[src/rtl/frame_sink.sv]
// frame_sink: buffers processor pixel writes in a small FIFO and drains them
// into the result frame RAM over a ready/valid handshake, counting stored pixels.
module frame_sink #(
    parameter int unsigned WidthAddressSize  = 6,
    parameter int unsigned HeightAddressSize = 6,
    parameter int unsigned Resolution        = 8,
    parameter int unsigned FifoDepthLog2     = 2
) (
    input  logic                                        clk,
    input  logic                                        rst,
    input  logic                                        ce,
    input  logic                                        clearFrame,
    input  logic                                        writePixel,
    input  logic [3*Resolution-1:0]                     outputPixel,
    input  logic [HeightAddressSize-1:0]                outputLine,
    input  logic [WidthAddressSize-1:0]                 outputColumn,
    output logic                                        full,
    output logic                                        memWe,
    input  logic                                        memReady,
    output logic [WidthAddressSize+HeightAddressSize-1:0] memAddr,
    output logic [3*Resolution-1:0]                     memData,
    output logic [WidthAddressSize+HeightAddressSize:0] pixelCount,
    output logic                                        frameDone,
    output logic                                        overflow
);

    localparam int unsigned PixelBits  = 3 * Resolution;
    localparam int unsigned AddrBits   = WidthAddressSize + HeightAddressSize;
    localparam int unsigned EntryBits  = AddrBits + PixelBits;
    localparam int unsigned FifoDepth  = 1 << FifoDepthLog2;
    localparam int unsigned OccBits    = FifoDepthLog2 + 1;
    localparam int unsigned CountBits  = AddrBits + 1;
    localparam int unsigned FrameSize  = 1 << AddrBits;

    logic [EntryBits-1:0]     fifoMem [FifoDepth];
    logic [FifoDepthLog2-1:0] headPtr;
    logic [FifoDepthLog2-1:0] tailPtr;
    logic [OccBits-1:0]       occupancy;
    logic [OccBits-1:0]       occupancyNext;
    logic                     stageValid;

    logic fifoEmpty;
    logic pushEn;
    logic dropEn;
    logic transferEn;
    logic loadEn;

    // Handshake decode: full comes from current occupancy only, so a pop never unblocks a push.
    always_comb begin
        fifoEmpty     = (occupancy == '0);
        pushEn        = writePixel & ce & ~full;
        dropEn        = writePixel & ce & full;
        transferEn    = stageValid & ce & memReady;
        loadEn        = ce & ~fifoEmpty & (~stageValid | transferEn);
        memWe         = stageValid & ce;
        occupancyNext = occupancy;
        case ({pushEn, loadEn})
            2'b10:   occupancyNext = occupancy + OccBits'(1);
            2'b01:   occupancyNext = occupancy - OccBits'(1);
            default: occupancyNext = occupancy;
        endcase
    end

    // FIFO storage; contents are don't-care while pointers say empty.
    always_ff @(posedge clk) begin
        if (pushEn) begin
            fifoMem[tailPtr] <= {outputLine, outputColumn, outputPixel};
        end
    end

    // FIFO pointers, occupancy and the registered full flag.
    always_ff @(posedge clk) begin
        if (rst) begin
            headPtr   <= '0;
            tailPtr   <= '0;
            occupancy <= '0;
            full      <= 1'b0;
        end else begin
            if (pushEn) tailPtr <= tailPtr + FifoDepthLog2'(1);
            if (loadEn) headPtr <= headPtr + FifoDepthLog2'(1);
            occupancy <= occupancyNext;
            full      <= (occupancyNext == OccBits'(FifoDepth));
        end
    end

    // Output stage: holds address/data stable until the RAM accepts them.
    always_ff @(posedge clk) begin
        if (rst) begin
            stageValid <= 1'b0;
            memAddr    <= '0;
            memData    <= '0;
        end else if (loadEn) begin
            stageValid         <= 1'b1;
            {memAddr, memData} <= fifoMem[headPtr];
        end else if (transferEn) begin
            stageValid <= 1'b0;
        end
    end

    // Completed-write counter, saturating at one full frame; clear beats a same-edge transfer.
    always_ff @(posedge clk) begin
        if (rst) begin
            pixelCount <= '0;
            frameDone  <= 1'b0;
        end else if (ce) begin
            if (clearFrame) begin
                pixelCount <= '0;
                frameDone  <= 1'b0;
            end else if (transferEn && (pixelCount != CountBits'(FrameSize))) begin
                pixelCount <= pixelCount + CountBits'(1);
                if (pixelCount == CountBits'(FrameSize - 1)) frameDone <= 1'b1;
            end
        end
    end

    // Sticky flag for strobes lost while the FIFO was full.
    always_ff @(posedge clk) begin
        if (rst) begin
            overflow <= 1'b0;
        end else if (dropEn) begin
            overflow <= 1'b1;
        end
    end

endmodule

[config.mk]
export PLATFORM = sky130hd
export DESIGN_NAME = frame_sink
export DESIGN_NICKNAME = d
export VERILOG_FILES = /design/src/rtl/frame_sink.sv
export SDC_FILE = /design/constraint.sdc
export NUM_CORES = 1
export LEC_CHECK = 0
export CORE_ASPECT_RATIO = 0.5
export CORE_MARGIN = 4
export CORE_UTILIZATION = 48
export DETAILED_ROUTE_END_ITERATION = 10
export HOLD_SLACK_MARGIN = 0.1
export PLACE_DENSITY = 0.66
export SLEW_MARGIN = 10
export SYNTH_ARGS = -nofsm -noshare
export SYNTH_HDL_FRONTEND = slang
export SYNTH_SLANG_ARGS = --single-unit
export TNS_END_PERCENT = 10
[constraint.sdc]
create_clock -name clk -period 4.6 [get_ports clk]
set_input_delay 0.69 -clock clk [delete_from_list [all_inputs] [get_ports clk]]
set_output_delay 0.69 -clock clk [all_outputs]
set_load 0.1 [all_outputs]
==> summary.md <==
| Metric | Value |
|---|---|
| Status | complete, no violations |
| Distinct cell type count after synthesis | 47 |
| Startpoint types | input port |
| Post-CTS Resized | 0 |
| Yosys warns | 0 |
| Top cells by area, synth | edfxtp_1 56%, dfxtp_1 15%, mux4_2 10% |
| Mapped Cells | 504 |
| Sw frac | 0.343 |
| DR vias | 4,423 |
| Mapped cell area | 0.00776 mm^2 |
| Longest Clk Path Bufs | 3 |
| Slowest cell on crit path | o21ai_4 |
| Tot GR Track Use | 0.163 |
| P per Cell Area | 550 mW/mm^2 |
| Layout Nets | 644 |
| Initial antenna violation count | 0 |
| Worst path cell trace | clkdlybuf4s50_1, o21ai_4, inv_1, ha_1, inv_1, fa_1, nand2_1, nor2_1, a31oi_1, nor3_1 |
| #FFs+latches synth | 204 |
| CP most frequent cell | inv_1 |
| Drt pass-1 iters | 5 |
| Gr ovfl total | 0 |
| Top cells by count, synth | 144 x edfxtp_1, 83 x nand2_1, 60 x dfxtp_1 |
| CTS Sinks | 204 |
| Die Y | 97.9 um |
| Worst Max-Slew Pin Slew | 1.04 ns |
| TritonCTS Buffers | 19 |
| Register area | 0.00553 mm^2 |
| Psw | 0.00178 W |
| Most numerous cell in the Yosys netlist | edfxtp_1 |
| Root Driver | clkbuf_16 |
| Number of global-route vias before repair | 4,514 |
| Synth top area share | 0.557 |
| Worst vdd ir | 0.291 mV |
| Number of setup buffers added after CTS | 0 |
| Sequential power share | 0.439 |
| Period minus WS final | 2.94 ns |
| Die area | 0.0184 mm^2 |
| Final core utilization | 0.605 |
| Antenna-violating nets left | 0 |
| Crit path kind | input port to flip-flop |
| Clock transition at path regs | 0.06 ns |
| Post-route DRC | 0 |
| Htree depth | 1 |
| Seq/Total Area, Yosys | 0.712 |
| Top-level I/O count | 95 |
| Starting density of the core | 0.497 |
| Area grow syn2layout | 21.8% |
| Setup-failing EPs final | 0 |
| Synthesized area per cell | 15.4 um^2 |
| Worst hold slack | 0.438 ns |
| Post-Route WL | 14.7 mm |
| Worst slack, placed | 1.18 ns |
| Final hold violation count | 0 |
| Filler instances | 1,185 |
| Post-synth EDFFs | 144 |
| Max-cap violations | 0 |
| PortBufs | 94 |
| First-pass GRT wire length | 24.1 mm |
| Combinational Power Share | 0.277 |
| HPWL after DPL | 8.86 mm |
| Die W | 188 um |
| Fin worst setup slack | 1.66 ns |
| Row count | 32 |
| CP Data Arrival Time | 3.29 ns |
| Via density per instance | 5.45 |
| CTS tree | built |
| Area leader, netlist | edfxtp_1 |
| Unrepaired setup endpoints after global routing | false |
| Tcrit/Tclk final | 0.640 |
| Clock power share | 0.284 |
| Largest net degree at the start of global routing | 39 |
| CP max FO | 37 |
| Most common flop cell mapped by yosys | edfxtp_1 |
| Area of the multi-input gates | 0.00209 mm^2 |
| RD Place Congestion | 0.764 |
| Initial drt markers | 217 |
| Slew Limit Fails | 0 |
| Highest Clock Rate | 340 MHz |
| Slew margin rel. | 0.306 |
| Wire per inst | 18.2 um |
| Clock Skews | 0.0111 ns |
| Req. time, crit path | 4.95 ns |
| CP max stage delay | 0.85 ns |
| Core area | 0.0156 mm^2 |
| Number of diodes | 0 |
| Post-CTS Hold Buffers | 0 |
| Sum Neg Setup Slack | 0 ns |
| Post-synth ARST share | 0 |
| Synthesized Nets | 554 |
| Setup crit end kind | flip-flop |
| Internal power | 0.00341 W |
| Hold WC Path Type | flip-flop to flip-flop |
| Share of cells above drive strength 1 | 0.137 |
| Clock latency on the worst-skew pair | 0.49 ns |
| Pleak | 3.03 nW |
==> path summary, 6_finish.rpt <==
kind | depth (start not counted) | slack [ns] | end | startpoint
setup / recovery | 10 | 1.66 | full | memReady
hold / removal | 2 | 0.44 | frameDone | frameDone
setup reg to reg | 10 | 1.95 | full | stageValid
hold reg to reg | 2 | 0.44 | frameDone | frameDone
==> worst max-delay path: cells and delay by family <==
kind            cells  cell delay [ns]
compound gates      2             1.00
buf+inv             3             0.74
fa+ha+maj           2             0.68
simple gates        3             0.18
==> per-layer routing <==
layer | wire [um] | up-vias | global-route usage
met5 | 0 | - | 0
met4 | 256 | 0 | 0.0287
met3 | 667 | 20 | 0.0314
met2 | 6960 | 104 | 0.274
met1 | 6870 | 2202 | 0.228
li1 | - | 2097 | -
==> cells in the final DEF, fill, tap and decap left out, drive strengths merged, types with 4 or more instances in the layout <==
| cell type | n |
|---|---|
| a21oi | 42 |
| a31oi | 8 |
| and2 | 6 |
| and4 | 4 |
| buf | 4 |
| clkbuf | 24 |
| clkdlybuf4s50 | 92 |
| clkinv | 6 |
| dfxtp | 60 |
| edfxtp | 144 |
| ha | 7 |
| inv | 13 |
| mux4 | 36 |
| nand2 | 83 |
| nand3 | 6 |
| nor2 | 16 |
| nor3 | 5 |
| o21ai | 4 |
| o311ai | 4 |
==> sequential cells by signal (all words and copies together), names as in the netlist, 2 cells and up <==
name        count
occupancy       3
memAddr        12
headPtr         2
pixelCount     13
tailPtr         2
fifoMem       144
memData        24
==> final cells by class <==
type,count,share of cell area
inverters,12,0.00477
repair buffers,96,0.100
clock buffers,24,0.0523
multi-input cells,261,0.222
flip-flops and latches,204,0.585
clock inverters,10,0.00874
well taps,204,0.0270
==> kinds of logic (layout without fill, tap and decap cells) <==
| family | count (synthesis) | in the layout | share of synthesized area |
|---|---|---|---|
| flops | 204 | 204 | 0.712 |
| simple gates | 137 | 137 | 0.0850 |
| compound gates | 73 | 73 | 0.0565 |
| buf+inv | 39 | 142 | 0.0198 |
| mux | 37 | 37 | 0.106 |
| fa+ha+maj | 8 | 8 | 0.0139 |
| xor+xnor | 6 | 6 | 0.00678 |
==> metrics by stage <==
stage	power (W)	std cells	cell area, um^2
global placement	0.00376	777	8870
detailed placement	0.00378	777	8870
global route	0.00543	811	9450
CTS	0.00525	811	9450
floorplan	0.00342	504	7760
finish	0.00520	811	9450
==> power by group through the flow <==
stage / logic (W) / registers (W) / clock network [W]
floorplan: 0.000619 / 0.00280 / 0
global placement: 0.00143 / 0.00233 / 0
detailed placement: 0.00145 / 0.00233 / 0
CTS: 0.00145 / 0.00230 / 0.00151
global route: 0.00152 / 0.00232 / 0.00158
finish: 0.00144 / 0.00228 / 0.00148
Note: power is estimated with default switching activity, not from simulation.
